<file path="src/rtl/mips_multictrl_ws.sv">
// mips_multictrl_ws: multicycle MIPS controller (main FSM, ALU decoder, PC enable)
// with a memready handshake and a wait-state watchdog that parks in FAULT.
// Optional build macro ILLEGAL_TRAP_EN: unknown opcodes enter a sticky TRAP
// state and raise the extra 'trap' output instead of being skipped as a NOP.

module mips_multictrl_ws #(
  parameter int WAIT_MAX = 15,
  parameter int CNT_W    = 4
) (
  input  logic       clk,
  input  logic       reset,
  input  logic [5:0] op,
  input  logic [5:0] funct,
  input  logic       zero,
  input  logic       memready,
  output logic       memreq,
  output logic       memwrite,
  output logic       irwrite,
  output logic       regwrite,
  output logic       pcen,
  output logic       alusrca,
  output logic       iord,
  output logic       extop,
  output logic [1:0] regdst,
  output logic [1:0] memtoreg,
  output logic [1:0] alusrcb,
  output logic [1:0] pcsrc,
  output logic [2:0] alucontrol,
  output logic       fault,
  output logic [3:0] state
`ifdef ILLEGAL_TRAP_EN
  ,
  output logic       trap
`endif
);

  localparam logic [5:0] OP_RTYPE = 6'b000000;
  localparam logic [5:0] OP_J     = 6'b000010;
  localparam logic [5:0] OP_JAL   = 6'b000011;
  localparam logic [5:0] OP_BEQ   = 6'b000100;
  localparam logic [5:0] OP_BNE   = 6'b000101;
  localparam logic [5:0] OP_ADDI  = 6'b001000;
  localparam logic [5:0] OP_SLTI  = 6'b001010;
  localparam logic [5:0] OP_ANDI  = 6'b001100;
  localparam logic [5:0] OP_ORI   = 6'b001101;
  localparam logic [5:0] OP_LW    = 6'b100011;
  localparam logic [5:0] OP_SW    = 6'b101011;

  localparam logic [2:0] ALU_ADD = 3'b010;
  localparam logic [2:0] ALU_SUB = 3'b110;
  localparam logic [2:0] ALU_AND = 3'b000;
  localparam logic [2:0] ALU_OR  = 3'b001;
  localparam logic [2:0] ALU_SLT = 3'b111;

  localparam logic [CNT_W-1:0] WAIT_LIMIT = CNT_W'(WAIT_MAX);

  typedef enum logic [3:0] {
    FETCH   = 4'd0,
    DECODE  = 4'd1,
    MEMADR  = 4'd2,
    MEMRD   = 4'd3,
    MEMWB   = 4'd4,
    MEMWR   = 4'd5,
    RTYPEEX = 4'd6,
    RTYPEWB = 4'd7,
    BEQEX   = 4'd8,
    IMMEX   = 4'd9,
    IMMWB   = 4'd10,
    JEX     = 4'd11,
    BNEEX   = 4'd12,
    JALEX   = 4'd13,
    FAULT   = 4'd14,
    TRAP    = 4'd15
  } state_t;

  state_t           state_q, state_d;
  logic [CNT_W-1:0] count_q, count_d;
  logic             pcwrite, branch, branchne;

  // State and wait-counter registers; reset aborts any access and refetches.
  always_ff @(posedge clk or posedge reset) begin
    if (reset) begin
      state_q <= FETCH;
      count_q <= '0;
    end else begin
      state_q <= state_d;
      count_q <= count_d;
    end
  end

  // Next-state selection; the counter only runs while a memory state waits.
  always_comb begin
    state_d = state_q;
    count_d = '0;
    case (state_q)
      FETCH, MEMRD, MEMWR: begin
        if (memready) begin
          case (state_q)
            FETCH:   state_d = DECODE;
            MEMRD:   state_d = MEMWB;
            default: state_d = FETCH;
          endcase
        end else if (count_q == WAIT_LIMIT) begin
          state_d = FAULT;
        end else begin
          count_d = count_q + CNT_W'(1);
        end
      end
      DECODE: begin
        case (op)
          OP_LW, OP_SW:                        state_d = MEMADR;
          OP_RTYPE:                            state_d = RTYPEEX;
          OP_BEQ:                              state_d = BEQEX;
          OP_BNE:                              state_d = BNEEX;
          OP_ADDI, OP_SLTI, OP_ANDI, OP_ORI:   state_d = IMMEX;
          OP_J:                                state_d = JEX;
          OP_JAL:                              state_d = JALEX;
`ifdef ILLEGAL_TRAP_EN
          default:                             state_d = TRAP;
`else
          default:                             state_d = FETCH;
`endif
        endcase
      end
      MEMADR:  state_d = (op == OP_SW) ? MEMWR : MEMRD;
      RTYPEEX: state_d = RTYPEWB;
      IMMEX:   state_d = IMMWB;
      FAULT:   state_d = FAULT;
`ifdef ILLEGAL_TRAP_EN
      TRAP:    state_d = TRAP;
`endif
      default: state_d = FETCH;
    endcase
  end

  // Datapath controls decoded from the current state, with enables masked in reset.
  always_comb begin
    memreq     = 1'b0;
    memwrite   = 1'b0;
    irwrite    = 1'b0;
    regwrite   = 1'b0;
    alusrca    = 1'b0;
    iord       = 1'b0;
    regdst     = 2'b00;
    memtoreg   = 2'b00;
    alusrcb    = 2'b00;
    pcsrc      = 2'b00;
    alucontrol = ALU_AND;
    pcwrite    = 1'b0;
    branch     = 1'b0;
    branchne   = 1'b0;
    fault      = 1'b0;
`ifdef ILLEGAL_TRAP_EN
    trap       = 1'b0;
`endif
    case (state_q)
      FETCH: begin
        memreq     = 1'b1;
        alusrcb    = 2'b01;
        alucontrol = ALU_ADD;
        irwrite    = memready;
        pcwrite    = memready;
      end
      DECODE: begin
        alusrcb    = 2'b11;
        alucontrol = ALU_ADD;
      end
      MEMADR: begin
        alusrca    = 1'b1;
        alusrcb    = 2'b10;
        alucontrol = ALU_ADD;
      end
      MEMRD: begin
        memreq = 1'b1;
        iord   = 1'b1;
      end
      MEMWR: begin
        memreq   = 1'b1;
        memwrite = 1'b1;
        iord     = 1'b1;
      end
      MEMWB: begin
        regwrite = 1'b1;
        memtoreg = 2'b01;
      end
      RTYPEEX: begin
        alusrca = 1'b1;
        case (funct)
          6'b100010: alucontrol = ALU_SUB;
          6'b100100: alucontrol = ALU_AND;
          6'b100101: alucontrol = ALU_OR;
          6'b101010: alucontrol = ALU_SLT;
          default:   alucontrol = ALU_ADD;
        endcase
      end
      RTYPEWB: begin
        regwrite = 1'b1;
        regdst   = 2'b01;
      end
      BEQEX, BNEEX: begin
        alusrca    = 1'b1;
        alucontrol = ALU_SUB;
        pcsrc      = 2'b01;
        branch     = (state_q == BEQEX);
        branchne   = (state_q == BNEEX);
      end
      IMMEX: begin
        alusrca = 1'b1;
        alusrcb = 2'b10;
        case (op)
          OP_SLTI: alucontrol = ALU_SLT;
          OP_ANDI: alucontrol = ALU_AND;
          OP_ORI:  alucontrol = ALU_OR;
          default: alucontrol = ALU_ADD;
        endcase
      end
      IMMWB: regwrite = 1'b1;
      JEX: begin
        pcwrite = 1'b1;
        pcsrc   = 2'b10;
      end
      JALEX: begin
        pcwrite  = 1'b1;
        pcsrc    = 2'b10;
        regwrite = 1'b1;
        regdst   = 2'b10;
        memtoreg = 2'b10;
      end
      FAULT: fault = 1'b1;
`ifdef ILLEGAL_TRAP_EN
      TRAP:  trap = 1'b1;
`endif
      default: ;
    endcase
    extop = (op == OP_ANDI) || (op == OP_ORI);
    pcen  = pcwrite | (branch & zero) | (branchne & ~zero);
    if (reset) begin
      memreq   = 1'b0;
      memwrite = 1'b0;
      irwrite  = 1'b0;
      regwrite = 1'b0;
      pcen     = 1'b0;
    end
  end

  assign state = state_q;

endmodule
</file>
<file path="config.mk">
export PLATFORM = sky130hd
export DESIGN_NAME = mips_multictrl_ws
export DESIGN_NICKNAME = d
export VERILOG_FILES = /design/src/rtl/mips_multictrl_ws.sv
export SDC_FILE = /design/constraint.sdc
export NUM_CORES = 1
export LEC_CHECK = 0
export CORE_ASPECT_RATIO = 0.6
export CORE_UTILIZATION = 35
export CTS_BUF_LIST = sky130_fd_sc_hd__clkbuf_2 sky130_fd_sc_hd__clkbuf_4 sky130_fd_sc_hd__clkbuf_8
export DETAILED_ROUTE_END_ITERATION = 8
export PLACE_DENSITY = 0.74
export RECOVER_POWER = 25
export SETUP_SLACK_MARGIN = 0.5
export SYNTH_ARGS = -nofsm -noshare
export SYNTH_HDL_FRONTEND = slang
export SYNTH_SLANG_ARGS = --single-unit
</file>
<file path="constraint.sdc">
create_clock -name clk -period 4.7 [get_ports clk]
set_clock_uncertainty 0.2 [all_clocks]
set_input_delay 0.94 -clock clk [delete_from_list [all_inputs] [get_ports clk]]
set_output_delay 0.94 -clock clk [all_outputs]
set_load 0.03 [all_outputs]
</file>
==> impl_metrics.json <==
{
  "run_status": "finished, violations left",
  "violations": "design-rule violations",
  "setup_viol": 0,
  "path_clk_slew_ps": 40,
  "dr_total_vias": 1110,
  "leakage_nw": 0.548,
  "ys_top_cells_by_area": "dfrtp_1 20%, nor2_1 5.7%, nand2_1 5.3%",
  "syn-num-nets": 151,
  "crit_path_start_kind": "input pin",
  "synthToLayoutAreaGrowth_pct": 40.3,
  "tritoncts": "yes",
  "cpMaxStageDelayCell": "clkdlybuf4s50_1",
  "tightest_slew_ps": 725,
  "post_cts_buffers": 0,
  "finalPower_w": 0.000828,
  "synth_top_cell_by_area": "dfrtp_1",
  "design.core.area_sq_um": 2590,
  "die_w_um": 70.5,
  "yosysWarnings": 0,
  "synth_top_area_share_pct": 20.3,
  "drive_above_1_share_pct": 4.22,
  "antenna_found_initial": 0,
  "arrival_ps": 2920,
  "period_minus_slack_ps": 4060,
  "ys_ff_latch": 8,
  "cts_hold_buf": 0,
  "grt-ovfl-total": 0,
  "slew_headroom_pct": 51.7,
  "cts.sinks": 8,
  "cp_max_fo": 9,
  "path_cells": "dlygate4sd3_1, inv_1, clkbuf_1, and3_1, clkdlybuf4s50_1",
  "cts_max_path_buffers": 2,
  "critPathCaptureType": "output port",
  "drcViolationCount": 2,
  "crit_required_ps": 3560,
  "maxCapViolCount": 0,
  "drt_iter0_drc": 47,
  "htree_levels": 1,
  "grtUsageMet3_pct": 3.80,
  "port-buffer-count": 39,
  "min_path_type": "reg2reg",
  "drv_slew": 0,
  "met1_usage_pct": 30.0,
  "power_density_nw_per_um2": 600,
  "ant_nets": 0,
  "busiest_layer": "met1",
  "die_h_um": 43.1,
  "irDropWorstVdd_uv": 333,
  "initial_core_util_pct": 38.0,
  "ctsResizeCount": 0,
  "fmax_mhz": 246,
  "grt_setup_unrepaired": "no",
  "synth_cell_types": 45,
  "dr.pass1.iters": 6,
  "rows": 14,
  "finalHoldViolCount": 0,
  "cts_inserted_buffers": 3,
  "syn_area_sq_um": 985,
  "critPathBufInv": 4,
  "io_pins": 40,
  "netlist_instances": 134,
  "critPathKind": "in2out",
  "gp_congestion": 0.761,
  "layout.nets": 185,
  "grt_pass1_vias": 987,
  "grt_first_pass_wirelength_um": 4660,
  "dieArea_sq_um": 3040,
  "fin_crit_sh_pct": 86.3,
  "grt_max_degree": 24,
  "wire_per_inst_um": 14.3,
  "grtUsageMet2_pct": 29.1,
  "grt_usage_pct": 20.2,
  "antennaDiodeCount": 0,
  "hpwl_um": 2180,
  "path_delay_family": "buffers and inverters",
  "via_per_inst": 5.61,
  "syn_area_per_cell_sq_um": 7.35,
  "drt_wl_total_um": 2830,
  "fin_setup_tns_ps": 0,
  "seq_area_frac_synth_pct": 20.3,
  "cpPeakStageDelay_ps": 660,
  "clk_latency_ps": 230,
  "cts_root_buffer": "clkbuf_8"
}
## routing by layer
layer  part of all wire, %  wire length, um
met5                     0                0
met4                   1.3               37
met3                   6.3              179
met2                    40             1130
met1                    52             1480
## final timing paths
check,startpoint,end,slack [ps],cells after the start
min in group asynchronous,reset,count_q[1],1140,3
max in group asynchronous,reset,state[1],2810,3
max,reset,irwrite,640,5
max reg2reg,state[0],state[1],2190,4
min,count_q[0],count_q[0],260,1
min reg2reg,count_q[0],count_q[0],260,1
## area by class of cell
cell class                 instances  area (sq um)
fill                             254          1210
inverter                           3          11.3
timing repair buffer              41           402
multi-input combinational        111           687
tap                               32          40.0
clock buffer                       3          41.3
sequential                         8           200
## sequential cells by signal, summed over array words and instances, names as in the netlist
signal	count
count_q	4
state	4
## synthesized netlist by cell type (all sizes together)
cell type  count
nand4          1
xor2           2
nor3          10
o2111ai        1
a211oi         3
and2           1
a21o           1
nand3          3
nor4b          1
and2b          1
mux2i          1
and3           5
o2bb2a         1
nor2b          8
o22ai          2
or3            1
o31ai          1
nand2b         2
ha             1
a31oi          2
buf            8
and3b          1
o21ai          7
nor3b          4
nand2         14
xnor2          4
a22oi          3
a21oi          8
a32oi          1
a221o          1
clkbuf         4
nor4           3
a31o           1
inv            3
mux2           1
nor2          15
dfrtp          8
## kinds of logic after synthesis
group | synth area share, %
xor gates and xnor gates | 7.24
muxes | 3.43
and+or+nand+nor | 38.9
buffers and inverters | 7.88
AOI/OAI and AO/OA | 21.0
adders and majority gates | 1.27
DFF | 20.3
## power breakdown
part | internal (W) | leakage (nW) | switching [W]
Combinational | 0.000244 | 0.420 | 0.000333
Clock | 0.0000556 | 0.0216 | 0.0000283
Sequential | 0.0000881 | 0.106 | 0.0000798
Total | 0.000387 | 0.548 | 0.000441
## layout by cell type, fill, tap and decap left out, types with 2 or more instances in the layout
master,Yosys,layout
o22ai_1,2,2
inv_1,3,3
nor2_1,15,15
nor4_1,2,2
and3_1,5,5
a31oi_1,2,2
nor3b_1,4,4
nand3_1,3,3
a211oi_1,3,3
o21ai_0,6,6
xor2_1,2,2
clkbuf_8,0,3
dfrtp_1,8,8
nand2b_1,2,2
a22oi_1,3,3
xnor2_1,3,3
nor2b_1,7,8
a21oi_1,8,8
clkdlybuf4s50_1,0,38
nor3_1,10,10
nand2_1,14,14
## metrics by stage
step | setup slack [ps] | std cells | utilization (%) | hold slack, ps | instance area (sq um)
after floorplan | 1110 | 134 | - | 232 | 985
after detailed placement | 689 | 195 | 52.6 | 266 | 1360
after CTS | 675 | 198 | 54.2 | 271 | 1410
after global placement | 744 | 195 | 52.6 | 252 | 1360
final | 642 | 198 | 53.3 | 262 | 1380
after global routing | 536 | 198 | 53.3 | 316 | 1380
## worst register-to-register path: stages, from the launching register on
cell and delay [ps]:
dfrtp_1 800, nor2b_1 460, mux2i_1 280, nor4_4 440, o21ai_0 180
Note: power is estimated with default switching activity, not from simulation.
